### config.mk
export PLATFORM = sky130hd
export DESIGN_NAME = compression_unit
export DESIGN_NICKNAME = d
export VERILOG_FILES = /design/src/rtl/compression_unit.sv
export SDC_FILE = /design/constraint.sdc
export NUM_CORES = 1
export LEC_CHECK = 0
export ABC_AREA = 1
export BUFFER_PORTS_ARGS = -buffer_cell sky130_fd_sc_hd__buf_2
export CAP_MARGIN = 15
export CELL_PAD_IN_SITES_DETAIL_PLACEMENT = 0
export CELL_PAD_IN_SITES_GLOBAL_PLACEMENT = 1
export CORE_AREA = 2 2 97 137
export CTS_BUF_LIST = sky130_fd_sc_hd__clkbuf_2 sky130_fd_sc_hd__clkbuf_4 sky130_fd_sc_hd__clkbuf_8
export DETAILED_ROUTE_END_ITERATION = 6
export DIE_AREA = 0 0 99 139
export GPL_TIMING_DRIVEN = 0
export PLACE_DENSITY_LB_ADDON = 0.2
export SYNTH_ARGS = -nofsm -noshare
export SYNTH_HDL_FRONTEND = slang
export SYNTH_SLANG_ARGS = --single-unit
### constraint.sdc
create_clock -name clk -period 5.89 [get_ports clk]
set_clock_uncertainty 0.1 [all_clocks]
set_input_delay 0.2945 -clock clk [delete_from_list [all_inputs] [get_ports clk]]
set_output_delay 0.2945 -clock clk [all_outputs]
set_load 0.05 [all_outputs]
### src/rtl/compression_unit.sv
// Streaming RV32 -> RV32C compressor: swaps eligible 32-bit instructions for their
// 16-bit forms and packs the halfword stream little-endian into 32-bit output words.
module compression_unit #(
  parameter bit ENABLE_MEM_C = 1'b1,
  parameter int CNT_W        = 16
) (
  input  logic             clk,
  input  logic             rst,
  input  logic             compress_en,
  input  logic             in_valid,
  output logic             in_ready,
  input  logic [31:0]      in_inst,
  input  logic             in_last,
  output logic             out_valid,
  input  logic             out_ready,
  output logic [31:0]      out_word,
  output logic [CNT_W-1:0] cnt_in,
  output logic [CNT_W-1:0] cnt_comp,
  output logic             err,
  output logic             fsm_state
);

  // Handshake: a beat moves on a side when valid && ready in the same cycle; out_word
  // and out_valid hold steady while out_valid && !out_ready.
  typedef enum logic {RUN = 1'b0, FLUSH = 1'b1} state_t;

  state_t      state, state_nxt;
  logic        hold_valid, hold_valid_nxt;
  logic [15:0] hold_data, hold_data_nxt;
  logic        out_valid_nxt;
  logic [31:0] out_word_nxt;
  logic        out_free, accept;
  logic        is_c;
  logic [15:0] code;

  logic [6:0]  opcode, funct7;
  logic [2:0]  funct3;
  logic [4:0]  rd, rs1, rs2;
  logic [11:0] imm_i, imm_s;
  logic        imm_small, is_addi, is_add, lw_ok, sw_ok;

  assign opcode = in_inst[6:0];
  assign rd     = in_inst[11:7];
  assign funct3 = in_inst[14:12];
  assign rs1    = in_inst[19:15];
  assign rs2    = in_inst[24:20];
  assign funct7 = in_inst[31:25];
  assign imm_i  = in_inst[31:20];
  assign imm_s  = {in_inst[31:25], in_inst[11:7]};

  // Fits a 6-bit signed immediate when bits 11..5 are all copies of the sign.
  assign imm_small = (imm_i[11:5] == {7{imm_i[5]}});
  assign is_addi   = (opcode == 7'h13) && (funct3 == 3'b000);
  assign is_add    = (opcode == 7'h33) && (funct3 == 3'b000) && (funct7 == 7'h00);
  assign lw_ok     = (opcode == 7'h03) && (funct3 == 3'b010) && (rs1[4:3] == 2'b01) &&
                     (rd[4:3] == 2'b01) && (imm_i[11:7] == 5'd0) && (imm_i[1:0] == 2'b00);
  assign sw_ok     = (opcode == 7'h23) && (funct3 == 3'b010) && (rs1[4:3] == 2'b01) &&
                     (rs2[4:3] == 2'b01) && (imm_s[11:7] == 5'd0) && (imm_s[1:0] == 2'b00);

  always_comb begin
    is_c = 1'b0;
    code = 16'h0000;
    if (compress_en) begin
      if (is_addi && rd == 5'd0 && rs1 == 5'd0 && imm_i == 12'd0) begin
        is_c = 1'b1; code = 16'h0001;
      end else if (is_addi && rs1 == 5'd0 && rd != 5'd0 && imm_small) begin
        is_c = 1'b1; code = {3'b010, imm_i[5], rd, imm_i[4:0], 2'b01};
      end else if (is_addi && rd == rs1 && rd != 5'd0 && imm_i != 12'd0 && imm_small) begin
        is_c = 1'b1; code = {3'b000, imm_i[5], rd, imm_i[4:0], 2'b01};
      end else if (is_add && rs1 == 5'd0 && rd != 5'd0 && rs2 != 5'd0) begin
        is_c = 1'b1; code = {4'b1000, rd, rs2, 2'b10};
      end else if (is_add && rd == rs1 && rd != 5'd0 && rs2 != 5'd0) begin
        is_c = 1'b1; code = {4'b1001, rd, rs2, 2'b10};
      end else if (in_inst == 32'h0010_0073) begin
        is_c = 1'b1; code = 16'h9002;
      end else if (ENABLE_MEM_C && lw_ok) begin
        is_c = 1'b1;
        code = {3'b010, imm_i[5:3], rs1[2:0], imm_i[2], imm_i[6], rd[2:0], 2'b00};
      end else if (ENABLE_MEM_C && sw_ok) begin
        is_c = 1'b1;
        code = {3'b110, imm_s[5:3], rs1[2:0], imm_s[2], imm_s[6], rs2[2:0], 2'b00};
      end
    end
  end

  assign out_free  = !out_valid || out_ready;
  assign in_ready  = (state == RUN) && out_free;
  assign accept    = in_valid && in_ready;
  assign fsm_state = (state == FLUSH);

  always_comb begin
    state_nxt      = state;
    hold_valid_nxt = hold_valid;
    hold_data_nxt  = hold_data;
    out_valid_nxt  = out_valid && !out_ready;
    out_word_nxt   = out_word;
    if (accept) begin
      if (is_c) begin
        if (hold_valid) begin
          out_word_nxt   = {code, hold_data};
          out_valid_nxt  = 1'b1;
          hold_valid_nxt = 1'b0;
        end else begin
          hold_data_nxt  = code;
          hold_valid_nxt = 1'b1;
        end
      end else begin
        out_valid_nxt = 1'b1;
        if (hold_valid) begin
          // Word straddles the output boundary; its upper half becomes the new held half.
          out_word_nxt  = {in_inst[15:0], hold_data};
          hold_data_nxt = in_inst[31:16];
        end else begin
          out_word_nxt = in_inst;
        end
      end
      if (in_last && hold_valid_nxt) state_nxt = FLUSH;
    end else if (state == FLUSH && out_free) begin
      out_word_nxt   = {16'h0001, hold_data};
      out_valid_nxt  = 1'b1;
      hold_valid_nxt = 1'b0;
      state_nxt      = RUN;
    end
  end

  always_ff @(posedge clk or posedge rst) begin
    if (rst) begin
      state      <= RUN;
      hold_valid <= 1'b0;
      hold_data  <= 16'h0000;
      out_valid  <= 1'b0;
      out_word   <= 32'h0000_0000;
    end else begin
      state      <= state_nxt;
      hold_valid <= hold_valid_nxt;
      hold_data  <= hold_data_nxt;
      out_valid  <= out_valid_nxt;
      out_word   <= out_word_nxt;
    end
  end

  always_ff @(posedge clk or posedge rst) begin
    if (rst) begin
      cnt_in   <= '0;
      cnt_comp <= '0;
      err      <= 1'b0;
    end else if (accept) begin
      if (cnt_in != '1) cnt_in <= cnt_in + CNT_W'(1);
      if (is_c && cnt_comp != '1) cnt_comp <= cnt_comp + CNT_W'(1);
      if (in_inst[1:0] != 2'b11) err <= 1'b1;
    end
  end

endmodule
Word level (Yosys, flattened, before mapping). Index checks and enable logic that the tools add are counted.

Register bits after elaboration: 84. Bits of input ports: 38. Output and inout port bits: 68. Logic and storage cells: 122.

$add $sub $neg: 2. Equality and inequality tests: 17. Muxes and demuxes: 37. Bitwise logic cells: 1. Reduce and logical (&&, ||, !) cells: 57.

Operators with widths (number): $mux 16 (12); $mux 32 (5); $logic_and 1x1->1 (35); $add 16x1->16 const B (2); $eq 32x21->1 const B (1); $ne 16x16->1 const B (2); $mux 1 (20); $logic_not 5->1 (3); $eq 7x6->1 const B (2); $logic_not 12->1 (1); $reduce_bool 12->1 (1); $reduce_and 2->1 (5); $reduce_bool 5->1 (2); $eq 7x2->1 const B (1); $eq 7x5->1 const B (1); $logic_not 7->1 (1); $eq 2x1->1 const B (3); $eq 6x6->1 (1); $eq 5x5->1 (1); $logic_not 2->1 (2); $ne 2x2->1 const B (2); $reduce_bool 2->1 (2); $eq 3x2->1 const B (1); $logic_not 3->1 (1); 6 further kinds (7).

Longest topological paths before layout. Gate-level depths: netlist (run 1).

Word-level depth: 20. Gate-level depth with buffers: 17. Mapped depth without buffers: 17.

Worst setup path after synthesis (run 1). No wires, ideal clock.

Path type: register to register. Start point: reg out_valid. End point: reg cnt_in[15]. Library setup time: 0.082 ns. Arrival time: 2.462 ns. Data required time: 5.708 ns. Slack: 3.246 ns. Cell stages (with the launch flop): 11. Buffers on the path: 0. Period minus slack after synthesis: 2.644 ns. Cell sequence: dfrtp_1 -> a21oi_2 -> nand2_1 -> inv_2 -> nand2_2 -> nor2_1 -> nand2_1 -> nor2_1 -> nand3b_1 -> nor3_1 -> xor2_1.

Word-level cells in the longest chain between the ends: 5.

RTL lines: start, declared (RTL line 14) `output logic out_valid,`; start signal, assigned (RTL line 137) `out_valid <= out_valid_nxt;`; $logic_not 1->1 (RTL line 86) `assign out_free = !out_valid || out_ready;`; $logic_or 1x1->1 (RTL line 86); $logic_and 1x1->1 (RTL line 87) `assign in_ready = (state == RUN) && out_free;`; net in_ready (RTL line 11) `output logic in_ready,`; $logic_and 1x1->1 (RTL line 88) `assign accept = in_valid && in_ready;`; $reduce_and 2->1 (no source line); end signal, assigned (RTL line 148) `if (cnt_in != '1) cnt_in <= cnt_in + CNT_W'(1);`; end, declared (RTL line 17) `output logic [CNT_W-1:0] cnt_in,`.

The timed path passes the listed nets, and every way through them passes these cells. A chain may end at the register's enable or synchronous reset.

Final worst setup path (run 1).
Start point: reg cnt_comp[4]. End point: reg cnt_comp[7].

Word-level cells in the longest chain between the ends: 3. Elaborated cells between the ends (all ways): 4. Classes of those cells: add/sub: 1; eq/ne: 1; reduce/logical: 2.

RTL lines: start, declared (RTL line 18) `output logic [CNT_W-1:0] cnt_comp,`; start signal, assigned (RTL line 149) `if (is_c && cnt_comp != '1) cnt_comp <= cnt_comp + CNT_W'(1);`; branches (longest 3 deep; another with $add 16x1->16).

Parallel ways; which one is timed is not known.

==> results by stage, run 1 <==
Critical path:
- The critical path goes through nand3_1, nor2_1, nand2_1, nor4_2, nand3_1, nand2_1, inv_1, nand2_1, inv_2, nand2_1, nor2_1, nand2_1, nand2_1.
- STA classifies the critical path startpoint as a flop.
- The critical path capture point type is a flop.
- The largest stage delay on the critical path is 440 ps.
- In this design, the critical path's most frequently occurring cell is nand2_1.
- The largest fanout of any net on the critical path is 5.
- Counting buffers and inverters, the worst setup path is 13 cells deep.
- The critical path required time is 6050 ps.
- The critical path is of the flop to flop type.
- The data arrival time at the worst-slack endpoint is 2400 ps.
- The family with the most delay on the worst path is simple AND/OR/NAND/NOR gates.
- The slowest cell on the critical path is dfrtp_1.
- The number of buffers and inverters on the critical path is 2.
- The number of cells on the worst reg-to-reg path is 13.

Yosys:
- The proportion of synthesized chip area in sequential cells is 0.388.
- In this run, synthesis inferred 0 flip-flops with an integrated enable.
- In this run, synthesis produced a sequential element count of 84.
- The portion of synthesized area spent on multiplexers is 0.
- The combined area of all synthesized cells is 0.00542 mm^2.
- The proportion of register bits with asynchronous set or reset after synthesis is 1.00.
- The parity-gate share of the synthesized area counting xor and xnor cells is 0.0372.
- The compound-cell area share of the yosys netlist came to 0.0621.
- Each instance of the synthesized netlist takes up on average 7.00 um^2.
- The number of warning messages in the yosys log is 0.
- Counting distinct cell types in the post-synthesis netlist gives 40.
- The area share of and/or/nand/nor cells after synthesis is 0.418.
- In the synthesized netlist the dominant register cell turns out to be dfrtp_1.
- The cell count after synthesis is 774.
- The number of nets in the synthesized netlist is 815.
- The combinational family with the most area after synthesis is simple AND/OR/NAND/NOR gates.
- Of the total synthesized cell area, the portion taken by full adders, half adders and majority gates is 0.00693.

Power and ir drop:
- The total power is 2.41 mW.
- The worst-case IR drop observed on VDD is 0.000301 V.
- The power density over the cells is 378 mW/mm^2.
- For this design the static power due to leakage is 3.48 nW.

Final layout:
- The number of nets in the layout is 932.
- The count of placed standard cells in the final layout, fillers left out is 1049.
- From synthesis to final layout, the design area changed by 17.5%.
- The cell area after layout is 0.00637 mm^2.
- In the final layout, the share of cells above drive strength 1 is 0.215.
- The number of diodes added for antenna fixing is 0.
- At the end of the flow the core is filled with cells to 0.507.

STA:
- The count of final hold-check violations is 0.
- Setup violations remaining at the end of the flow were counted as 0.
- Final hold analysis gives a worst-case slack of 72.4 ps.
- The transition at the pin with the smallest max-transition slack is 642 ps.
- Dividing the final minimum period by the clock period gives 0.382.
- Subtracting the final worst setup slack from the clock period gives 2250 ps.
- The worst slew margin relative to its limit is 0.572.
- Timing would allow up to 445 MHz.
- Adding up every negative setup slack in the final design gives 0 ps.
- In the post-route analysis, the smallest setup slack over all paths is 3640 ps.
- Setup repair after global routing left no endpoint under its margin.
- The max-slew violation count was 0.

Placement:
- Detailed placement finished with a half-perimeter wire length of 13800 um.
- The worst slack at placement is 3310 ps.
- In this run the cell area measured after placement is 0.00615 mm^2.
- The cell count after placement is 1032.
- The count of port buffers added during placement is 104.
- The final estimated routing congestion in global placement is 0.943.

Floorplanning:
- The overall die height is 139 um.
- After floorplanning, the core was divided into 49 placement rows.
- The core region is 0.0126 mm^2.
- The initial standard-cell utilization of the core is 0.431.
- The die footprint is 0.0138 mm^2.
- The floorplan die width is 99 um.
- 106 I/O pins were placed.

Clocking:
- The buffer type at the clock tree root is clkbuf_8.
- The clock-pin slew reported for the worst setup and hold paths after clock tree synthesis is 90 ps.
- The clock tree from TritonCTS is built.
- Clock tree synthesis found a total of 84 sinks.
- Buffers added to address setup during post-CTS repair amount to 0.
- The CTS buffer count is 9.
- The H-tree level count is 3.
- The insertion delay of the later-clocked pin in the worst-skew pair is 370 ps.
- The maximum number of buffers from clock root to sink is 2.

Global route:
- The combined global-route utilization of all metal layers is 0.256.
- After global routing the overflow that remains totals 0.
- The global-route wire length before repair is 27800 um.
- The number of global-route vias before repair is 5472.
- The number of antenna violations at the first check in global routing is 0.
- Entering global routing, the biggest net connects 45 pins.

Outcome:
- The run finished, with violations left.
- The final reports fail on design-rule violations.

Detailed routing:
- In the final routed layout, each cell accounts on average for 16.3 um.
- In the routed layout, each cell is associated on average with a via count of 5.18.
- The number of nets with antenna violations after routing is 0.
- The total vias in the final route is 5439.
- The final routed DRC violation total is 1.
- The final layout contains routed wiring with a total length of 17100 um.
- The DRC violation total after the first TritonRoute iteration is 253.
- The first TritonRoute pass finished after 7 iterations.

Flow run:
- The number of max-cap violations is 0.

Min path:
- The min-delay analysis places its worst path in the category input pin to flop.
- The worst hold path was traced through 3 stages.
layout make-up:
cell class	instances	area [um^2]
well taps	153	191
fillers	1278	6200
plain buffers	20	135
clock inverters	6	72.6
inverters	91	344
repair buffers	106	551
multi-input cells	579	2840
flip-flops and latches	84	2100
clock buffers	10	131
cells by family after synthesis:
logic type | after synthesis
DFF | 84
AOI/OAI and AO/OA | 57
xor gates and xnor gates | 23
adders and majority gates | 3
and+or+nand+nor | 496
buffers and inverters | 111
synth_stat cells, drive strengths merged (8+ instances only):
cell	number	area share
a21oi	8	0.0088
nand2	296	0.21
nor2	70	0.065
xor2	14	0.023
nand4	18	0.023
o21ai	34	0.033
buf	17	0.023
inv	90	0.062
nand3	88	0.088
dfrtp	84	0.39
nor3	12	0.012
xnor2	9	0.015
tightest hold or removal path: cells and delay by family:
| kind | cells | cell delay (ps) |
|---|---|---|
| buffers and inverters | 1 | 100 |
| AND/OR/NAND/NOR | 1 | 50 |
| AO/OA/AOI/OAI | 1 | 50 |
timing repair:
item                      CTS  global route
hold endpoints to repair   43             0
hold buffers                1             0
resized for setup           0             0
registers in the layout, indices dropped and copies added, names as in the netlist:
register / cells
fsm_state: 1
out_valid: 1
cnt_comp: 16
out_word: 32
hold_data: 16
cnt_in: 16
hold_valid: 1
err: 1
layout by cell type (no fill, tap or decap), types with 5 or more instances in the layout:
| master | synthesis | final |
|---|---|---|
| nand2_1 | 287 | 287 |
| buf_2 | 6 | 110 |
| nand3_1 | 85 | 85 |
| dfrtp_1 | 84 | 84 |
| inv_1 | 72 | 71 |
| nor2_1 | 53 | 53 |
| o21ai_0 | 24 | 24 |
| inv_2 | 18 | 18 |
| nand4_1 | 16 | 16 |
| xor2_1 | 14 | 14 |
| nor3_1 | 11 | 11 |
| xnor2_1 | 9 | 9 |
| nor2_2 | 9 | 9 |
| o21ai_1 | 9 | 9 |
| clkbuf_8 | 0 | 9 |
| nor2_4 | 7 | 7 |
| nand3b_1 | 6 | 6 |
| buf_4 | 6 | 6 |
| a21oi_1 | 6 | 6 |
| nand2_2 | 5 | 5 |
| o22ai_1 | 5 | 5 |
final timing paths:
path                                                 end  slack, ps                    start
worst max-delay path             cnt_comp[7]$_DFFE_PP0P_       3640  cnt_comp[4]$_DFFE_PP0P_
worst min-delay path               fsm_state$_DFFE_PP0P_         70                  in_last
worst max register to register   cnt_comp[7]$_DFFE_PP0P_       3640  cnt_comp[4]$_DFFE_PP0P_
worst min register to register   out_word[1]$_DFFE_PP0P_        380  out_word[1]$_DFFE_PP0P_
max in group asynchronous       out_word[27]$_DFFE_PP0P_       4650                      rst
min in group asynchronous          cnt_in[4]$_DFFE_PP0P_        430                      rst
power by group:
group / switching, mW / leakage [nW] / total (mW) / internal, mW
sequential: 0.105 / 1.05 / 0.858 / 0.753
clock: 0.240 / 0.0945 / 0.445 / 0.206
combinational: 0.829 / 2.33 / 1.10 / 0.274
total: 1.17 / 3.48 / 2.41 / 1.23
metal layers:
| metal | routed length [um] | global-route usage | vias to the layer above | part of all wire |
|---|---|---|---|---|
| li1 | - | - | 2697 | - |
| met5 | 0 | 0 | - | 0 |
| met4 | 611 | 0.108 | 0 | 0.036 |
| met1 | 6990 | 0.307 | 2531 | 0.41 |
| met3 | 830 | 0.0423 | 38 | 0.048 |
| met2 | 8690 | 0.447 | 173 | 0.51 |
Power figures use the tool's default switching activity.
==> run 2: changes to the inputs <==
Settings changed: CORE_AREA 2 2 97 137 to 2 2 106 149, DIE_AREA 0 0 99 139 to 0 0 108 151.
Clock period 5.89 ns to 1.95 ns, I/O delays scaled along.
==> run 2 against run 1 <==
The run now ends clean. Utilization decreased by 2.4 points. Sequential power rose to 3.0 times the previous value. Cell area up 13%. Clock power increased to 3.3 times the previous value. First-iteration DRC count increased by 58%. Register-to-register slack worse by 3500 ps.
==> results by stage, run 2 (same netlist as run 1, synthesis figures left out) <==
Outcome:
- The flow ran to the end, and the final reports show no timing, DRC or antenna violations.

Clocking:
- The cell sitting at the root of the clock tree is a clkbuf_8.
- The H-tree level count is 3 (unchanged).
- The insertion delay of the later-clocked pin in the worst-skew pair is 370 ps (about the same).
- The CTS buffer count is 9 (unchanged).
- The clock-pin slew reported for the worst setup and hold paths after clock tree synthesis is 90 ps (about the same).
- TritonCTS built the clock tree.
- The total number of clock tree sinks is 84 (unchanged).
- The maximum number of buffers from clock root to sink was 2 (unchanged).

Power and ir drop:
- The power share of the clock group is 0.191 (+0.006).
- The sequential share of power is 0.340 (-0.017).
- The proportion of power drawn by combinational gates came to 0.469 (+0.011).
- The power density over the cells is 1070 mW/mm^2 (+180%).
- The net load switching power is 3.64 mW (+210%).
- The highest ir drop seen on vdd is 0.000828 V (+180%).
- The leakage power is 3.81 nW (+9.7%).
- The internal power is 4.04 mW (+230%).
- The total power was 7.68 mW (+220%).
- The switching share of total power is 0.474 (-0.0136).

STA:
- For this run, the top clock speed supported by timing is 533 MHz.
- The worst hold slack came to 3.59 ps (-68.8 ps).
- The transition at the pin with the smallest max-transition slack is 632 ps (-9.67 ps).
- The worst slew margin relative to its limit is 0.578 (+0.00556).
- The worst path needs 1880 ps of the cycle, external delays included.
- The final number of setup-violating endpoints is 0 (unchanged).
- The setup slack after layout came to 72.2 ps (-3570 ps).
- Setup repair after global routing could not meet its margin everywhere.
- The max-slew violation count is 0 (unchanged).
- The ratio of final minimum period to clock period is 0.963.
- The count of final hold-check violations was 0 (unchanged).

Flow run:
- The number of max-cap violations is 0 (unchanged).

Critical path:
- The worst reg2reg path endpoint is cnt_in[15]$_DFFE_PP0P_.
- The most frequent cell on the critical path is nand2_2.
- The critical path required time is 2110 ps (-3940 ps).
- The worst-case reg-to-reg path depth is 10 (-3).
- The type of the worst setup path is input pin to flop.
- Traced cell by cell, the critical path runs through buf_2, nor2_2, nand2_2, nor2_4, nand2_2, nor2_4, inv_2, nand2_4, nor2_1, nand2_2, nand2_8, o21ai_4, inv_2, buf_8, nand2_1, nand2_1.
- The kind of start point of the critical path is an input pin.
- In this run the critical register-to-register path is launched from out_valid$_DFF_PP0_.
- The slowest cell on the critical path is o21ai_4.
- The largest fanout of any net on the critical path is 10 (+5).
- The largest stage delay on the critical path is 180 ps (-260 ps).
- The data arrival time at the worst-slack endpoint is 2030 ps (-370 ps).
- The critical path capture point type is a flop.
- The register-to-register setup slack is 100 ps (-3540 ps).

Floorplanning:
- The boundary pin count came to 106 (unchanged).
- The floorplan die width was 108 um (+9.1%).
- The overall die height is 151 um (+8.6%).
- The number of cell rows is 53 (+8.2%).
- The die footprint came to 0.0163 mm^2 (+19%).
- The initial standard-cell utilization of the core is 0.363 (-0.0680).
- The area of the placeable core is 0.0149 mm^2 (+19%).

Min path:
- The path class of the tightest hold or removal check is input pin to flop.
- The number of instances on the worst hold path was 5 (+2).
- The worst hold path startpoint is in_inst[2].
- The path with the worst hold slack has its endpoint at out_word[2]$_DFFE_PP0P_.

Final layout:
- The number of diodes added for antenna fixing is 0 (unchanged).
- The flip-flop count of the largest register after layout came to 32 (unchanged).
- The number of nets in the layout is 984 (+5.6%).
- In the layout the commonest cells are nand2_1, buf_2, nand3_1.
- The layout overhead on the synthesized area is 32.9%.
- The share of final-layout standard cells stronger than drive strength 1 is 0.313 (+0.0979).
- The commonest non-fill, non-tap cell in the layout is nand2_1.
- The count of placed standard cells in the final layout, fillers left out is 1140 (+8.7%).
- The register with the most flip-flops is out_word.

Global route:
- The number of global-route vias before repair is 5616 (+2.6%).
- The remaining global-route overflow was 0 (unchanged).
- The largest net degree at the start of global routing came to 33 (-27%).
- The number of antenna violations at the first check in global routing was 0 (unchanged).
- The combined global-route utilization of all metal layers is 0.226 (-0.0297).
- The global-route wire length before repair is 28400 um (+2.0%).

Placement:
- The detailed placement HPWL was 13900 um (+0.61%).
- The count of port buffers added during placement was 104 (unchanged).
- The cell count after placement is 1072 (+3.9%).
- The final estimated routing congestion in global placement is 0.920 (-2.5%).
- The worst slack at placement is -599 ps (-3910 ps).

Detailed routing:
- The number of nets with antenna violations after routing is 0 (unchanged).
- Routed signal wires occupy layers up through met4.
- The first-pass iteration count of the detailed router is 5 (-2).
- The length of routed wiring on met1 is 7390 um (+5.7%).
- The routed length on met3 is 842 um (+1.4%).
- The final routed DRC violation total was 0 (-1).
- The routed wire length is 18000 um (+5.1%).
- The total vias in the final route was 5650 (+3.9%).
- The DRC violation total after the first TritonRoute iteration came to 401 (+58%).
- The via count normalized by instance count is 4.96 (-4.4%).
- The met2 routed wirelength is 9340 um (+7.6%).
- The mean routed wirelength per cell came to 15.8 um (-3.3%).
[run 2: power by group through the flow]
stage	sequential [mW]	clock [mW]	combinational, mW
finish	2.61	1.47	3.60
global route	2.68	1.59	3.91
CTS	2.61	1.52	3.47
detailed placement	2.64	0	3.39
global placement	2.63	0	3.36
floorplan	3.95	0	1.19
[run 2: worst max-delay path, delay by kind of cell]
kind	cells	cell delay, ps
AND/OR/NAND/NOR	11	1270
buffers and inverters	4	470
AO/OA/AOI/OAI	1	180
[run 2: worst max path at each step]
stage / start / endpoint / cells past startpoint
floorplan: out_valid$_DFF_PP0_ / cnt_in[15]$_DFFE_PP0P_ / 10
global placement: in_inst[1] / out_word[25]$_DFFE_PP0P_ / 15
detailed placement: in_inst[1] / out_word[18]$_DFFE_PP0P_ / 15
CTS: in_inst[2] / out_word[18]$_DFFE_PP0P_ / 17
global route: out_valid$_DFF_PP0_ / cnt_in[15]$_DFFE_PP0P_ / 10
finish: in_inst[27] / out_word[18]$_DFFE_PP0P_ / 16
[run 2: per-layer routing]
metal,vias up,track usage
li1,2798,-
met1,2656,0.273
met2,166,0.411
met3,30,0.0318
met4,0,0.0718
met5,-,0
[run 2: final cells by class]
cell class                      count  area [um^2]
Fill cell                        1568         7720
Multi-Input combinational cell    579         3090
Sequential cell                    84         2120
Timing Repair Buffer              159         1020
Inverter                           91          358
Tap cell                          192          240
Buffer                             19          155
Clock buffer                        9          124
Clock inverter                      7          105
[run 2: what timing repair did]
action,in CTS,in global routing
hold buffers,9,1
setup endpoints to repair,29,69
setup buffers,17,26
endpoints found under the hold margin,35,1
pin swaps,14,25
gates resized for setup,8,59
[run 2: stage by stage]
step                      TNS, ps  area [um^2]   util
after detailed placement   -25600         6300  0.422
after CTS                       0         6800  0.456
after global placement     -26380         6260  0.420
after floorplan              -552         5500      -
after global routing         -361         7200  0.483
final                           0         7200  0.483
==> run 3: changes to the inputs <==
Settings changed: ABC_AREA 1 to 0, CORE_AREA 2 2 106 149 to 2 2 108 152, DIE_AREA 0 0 108 151 to 0 0 110 154, TNS_END_PERCENT set to 1.
==> run 3 against run 2 <==
The flow now finishes with violations (negative setup slack). Sequential power down 23%. Clock-buffer cell count increased by 1. Maximum frequency is 21% lower. Worst hold slack improved by 14 ps. Cell count down 23%. Synthesized cell count fell by 36%. Clock power up 6%. Register-to-register slack worse by 420 ps. Critical path type unchanged. Largest power group is now sequential cells. Highest routed layer unchanged.
==> results by stage, run 3 <==
Outcome:
- The flow ran to the end, but the final reports show violations.
- The final reports fail on negative setup slack.

Clocking:
- The insertion delay of the later-clocked pin in the worst-skew pair is 380 ps (about the same).
- The clock-pin slew reported for the worst setup and hold paths after clock tree synthesis is 90 ps (about the same).
- The maximum number of buffers from clock root to sink is 2 (unchanged).
- The buffer type at the clock tree root is clkbuf_8.
- The CTS buffer count was 9 (unchanged).
- The total number of clock tree sinks is 84 (unchanged).
- TritonCTS built the clock tree.
- The H-tree level count is 3 (unchanged).

Yosys:
- Counting instances in the post-synthesis netlist gives the leading cell types as dfrtp_1, nor2_1, a21oi_1, nand2_1, xnor2_1.
- The combined area of all synthesized cells is 0.00457 mm^2 (-16%).
- The mux cell area share after synthesis came to 0.0252 (+0.0252).
- The area share of and/or/nand/nor cells after synthesis came to 0.221 (-0.197).
- The cell with the most instances after synthesis is dfrtp_1.
- The number of warning messages in the yosys log came to 0 (unchanged).
- The number of distinct library cells after synthesis was 61 (+53%).
- For this run, the leading register cell type out of synthesis is dfrtp_1.
- The synthesized-area fraction occupied by adder cells is 0.00821 (+0.00129).
- The compound-cell area share of the yosys netlist is 0.195 (+0.133).
- The synthesized area divided by synthesized cell count is 9.16 um^2 (+31%).
- The proportion of synthesized chip area in sequential cells is 0.460 (+0.0722).
- The number of synthesized flops with an enable pin is 0 (unchanged).
- The proportion of register bits with asynchronous set or reset after synthesis is 1.00 (unchanged).
- The synthesized design spends more area on one cell type than any other, namely dfrtp_1.
- By area the synthesized netlist is led by dfrtp_1, a21oi_1, nor2_1, xnor2_1, nand2_1.
- The cell count after synthesis is 499 (-36%).
- The number of nets produced by synthesis is 540 (-34%).
- After synthesis, the largest family of logic cells by area is simple AND/OR/NAND/NOR gates.
- The parity-gate share of the synthesized area counting xor and xnor cells is 0.0652 (+0.0280).
- The share of Yosys cell area claimed by the top area cell type came to 0.460 (+0.0722).
- The number of synthesized register bits was 84 (unchanged).

Final layout:
- The number of nets in the layout came to 718 (-27%).
- The share of final-layout standard cells stronger than drive strength 1 is 0.359 (+0.0459).
- The register with the most flip-flops is out_word.
- The filler cell count came to 1551 (-1.1%).
- The multi-input combinational cell area is 0.00266 mm^2 (-14%).
- The utilization after layout came to 0.429 (-0.0541).
- Leaving out fill and tap cells, the most frequent cell in the layout is buf_2.
- The number of diodes added for antenna fixing came to 0 (unchanged).
- The flip-flop count of the largest register after layout came to 32 (unchanged).
- The combined flip-flop and latch cell area is 0.00211 mm^2 (-0.41%).
- The library cells used most frequently in the layout, excluding fill and tap cells, are buf_2, dfrtp_1, nor2_1.
- The layout overhead on the synthesized area is 45.2%.

STA:
- The transition at the pin with the smallest max-transition slack is 734 ps (+102 ps).
- The count of final hold-check violations is 0 (unchanged).
- Setup repair after global routing could not meet its margin everywhere.
- The ratio of final minimum period to clock period came to 1.22 (+0.255).
- The worst slew margin relative to its limit was 0.511 (-0.0669).
- The final setup TNS is -22770 ps (-22770 ps).
- The max-slew violation count is 0 (unchanged).
- The highest attainable clock frequency was 421 MHz (-21%).
- The final number of setup-violating endpoints came to 74 (+74).
- The setup slack after layout was -424 ps (-497 ps).
- The final period demand of the worst path is 2370 ps (+497 ps).

Critical path:
- The worst reg2reg path endpoint is out_word[1]$_DFFE_PP0P_.
- The startpoint of the worst register-to-register path is out_valid$_DFF_PP0_.
- The setup path with the least slack is of type input pin to flop.
- The largest stage delay on the critical path is 550 ps (+370 ps).
- The worst setup path is captured at a flop.
- The register-to-register setup slack is -320 ps (-420 ps).
- The worst setup path is launched from an input pin.
- The worst-case reg-to-reg path depth is 8 (-2).
- The number of buffers and inverters on the critical path is 3 (-1).
- The critical path required time is 2110 ps (about the same).
- Traced cell by cell, the critical path runs through buf_8, or4_4, or2_4, and4_4, o2bb2ai_4, o41ai_4, buf_6, o31ai_4, buf_6, a221oi_1, nor2_1.
- For this design, the slowest cell found on the critical path is or4_4.
- In this design, the critical path's most frequently occurring cell is buf_6.
- The family with the most delay on the worst path is simple AND/OR/NAND/NOR gates.
- The data arrival time at the worst-slack endpoint is 2540 ps (+510 ps).
- The largest fanout of any net on the critical path is 10 (unchanged).

Floorplanning:
- The die footprint is 0.0169 mm^2 (+3.9%).
- The area of the placeable core came to 0.0155 mm^2 (+3.7%).
- The number of cell rows was 54 (+1.9%).
- The floorplan die width is 110 um (+1.9%).
- The initial standard-cell utilization of the core is 0.295 (-0.0679).
- The boundary pin count was 106 (unchanged).
- The overall die height is 154 um (+2.0%).

Min path:
- The path class of the tightest hold or removal check is input pin to flop.
- The number of instances on the worst hold path is 3 (-2).
- The worst hold path startpoint is in_inst[6].
- The hold path endpoint is out_word[22]$_DFFE_PP0P_.

Global route:
- The number of antenna violations at the first check in global routing is 0 (unchanged).
- The met1 track demand over resource is 0.247 (-0.0262).
- The largest net degree at the start of global routing is 40 (+21%).
- The global routing met2 resource utilization is 0.365 (-0.0452).
- The global-route wire length before repair is 26400 um (-6.9%).
- The remaining global-route overflow was 0 (unchanged).
- The number of global-route vias before repair is 4635 (-17%).
- The highest-utilization routing layer at the global route stage is met2.
- The met3 demand-to-capacity share in global routing is 0.0369 (+0.00504).
- The combined global-route utilization of all metal layers is 0.208 (-0.0176).

Detailed routing:
- The first-pass iteration count of the detailed router is 4 (-1).
- The via count normalized by instance count was 5.22 (+5.4%).
- The final routed DRC violation total is 0 (unchanged).
- The routed wire length is 17300 um (-3.7%).
- The DRC violation total after the first TritonRoute iteration came to 291 (-27%).
- The number of nets with antenna violations after routing came to 0 (unchanged).
- The mean routed wirelength per cell is 19.7 um (+25%).
- The total vias in the final route was 4586 (-19%).

Placement:
- The detailed placement HPWL is 12600 um (-8.9%).
- The worst slack at placement is -1460 ps (-859 ps).
- The count of port buffers added during placement is 103 (-0.96%).
- The final estimated routing congestion in global placement is 0.912 (-0.92%).

Power and ir drop:
- The leakage power was 2.88 nW (-25%).
- The power density over the cells came to 744 mW/mm^2 (-30%).
- The highest ir drop seen on vdd came to 0.000424 V (-49%).

Flow run:
- The number of max-cap violations was 0 (unchanged).
run 3: cell types whose count changed in the layout (fill, tap and decap cells not counted), sizes merged, moves of 10 or more:
cell         previous run  this run
dlygate4sd3            10        25
nand2                 296        58
nand3                  88        12
inv                    92         8
buf                   162       152
xnor2                   9        25
a21oi                   8        65
a22oi                   0        12
o21ai                  34        22
run 3: layout make-up:
| class | count | area share |
|---|---|---|
| multi-input combinational | 391 | 0.402 |
| sequential | 84 | 0.318 |
| timing repair buffer | 166 | 0.176 |
| tap | 196 | 0.0370 |
| buffer | 17 | 0.0262 |
| clock buffer | 10 | 0.0198 |
| clock inverter | 6 | 0.0168 |
| inverter | 8 | 0.00509 |
run 3: worst max path at each step:
stage,depth (start not counted),startpoint,endpoint
2_1_floorplan,9,out_valid$_DFF_PP0_,cnt_in[12]$_DFFE_PP0P_
3_3_place_gp,9,in_inst[26],hold_data[10]$_DFFE_PP0P_
3_5_place_dp,10,in_inst[26],out_word[4]$_DFFE_PP0P_
4_1_cts,10,in_inst[8],hold_data[5]$_DFFE_PP0P_
5_1_grt,14,in_inst[12],cnt_comp[5]$_DFFE_PP0P_
6_report,11,in_inst[7],out_word[3]$_DFFE_PP0P_
run 3: logic make-up after synthesis:
logic type / after synthesis
muxes: 11
and+or+nand+nor: 206
buffers and inverters: 25
AOI/OAI and AO/OA: 136
xor gates and xnor gates: 34
DFF: 84
adders and majority gates: 3
run 3: per-layer routing:
| metal | up-vias | part of all wire |
|---|---|---|
| met4 | 0 | 0.034 |
| met5 | - | 0 |
| met3 | 38 | 0.044 |
| li1 | 2151 | - |
| met1 | 2269 | 0.40 |
| met2 | 128 | 0.53 |
run 3: timing repair:
item | 4_1_cts | 5_1_grt
resized for setup | 78 | 35
pin swaps | 32 | 31
setup buffers | 24 | 11
hold buffers | 24 | 1
setup endpoints to repair | 81 | 81
cloned | 2 | 0
hold endpoints to repair | 108 | 2
run 3: power breakdown:
group / leakage (nW) / total (mW) / switching [mW] / internal [mW]
Combinational: 1.68 / 1.35 / 0.959 / 0.393
Clock: 0.120 / 1.56 / 0.695 / 0.868
Sequential: 1.08 / 2.02 / 0.127 / 1.89
run 3: metrics by stage:
| step | area, um^2 | power (mW) | std cells | hold WS, ps |
|---|---|---|---|---|
| 2_1_floorplan | 4590 | 2.89 | 499 | 130 |
| 3_3_place_gp | 5350 | 3.26 | 798 | 217 |
| 3_5_place_dp | 5390 | 3.28 | 800 | -51.1 |
| 4_1_cts | 6390 | 4.98 | 866 | 0.632 |
| 5_1_grt | 6630 | 5.18 | 878 | 19.4 |
| 6_report | 6630 | 4.93 | 878 | 17.5 |
run 3: worst register-to-register path, cell delays in order (launching register included):
cell and delay, ps:
dfrtp_2 410, nor2b_4 140, nor2_4 100, nand2_1 220
nor2_1 490, nand2_2 260, clkbuf_2 260, nand2_1 110
a21oi_1 60
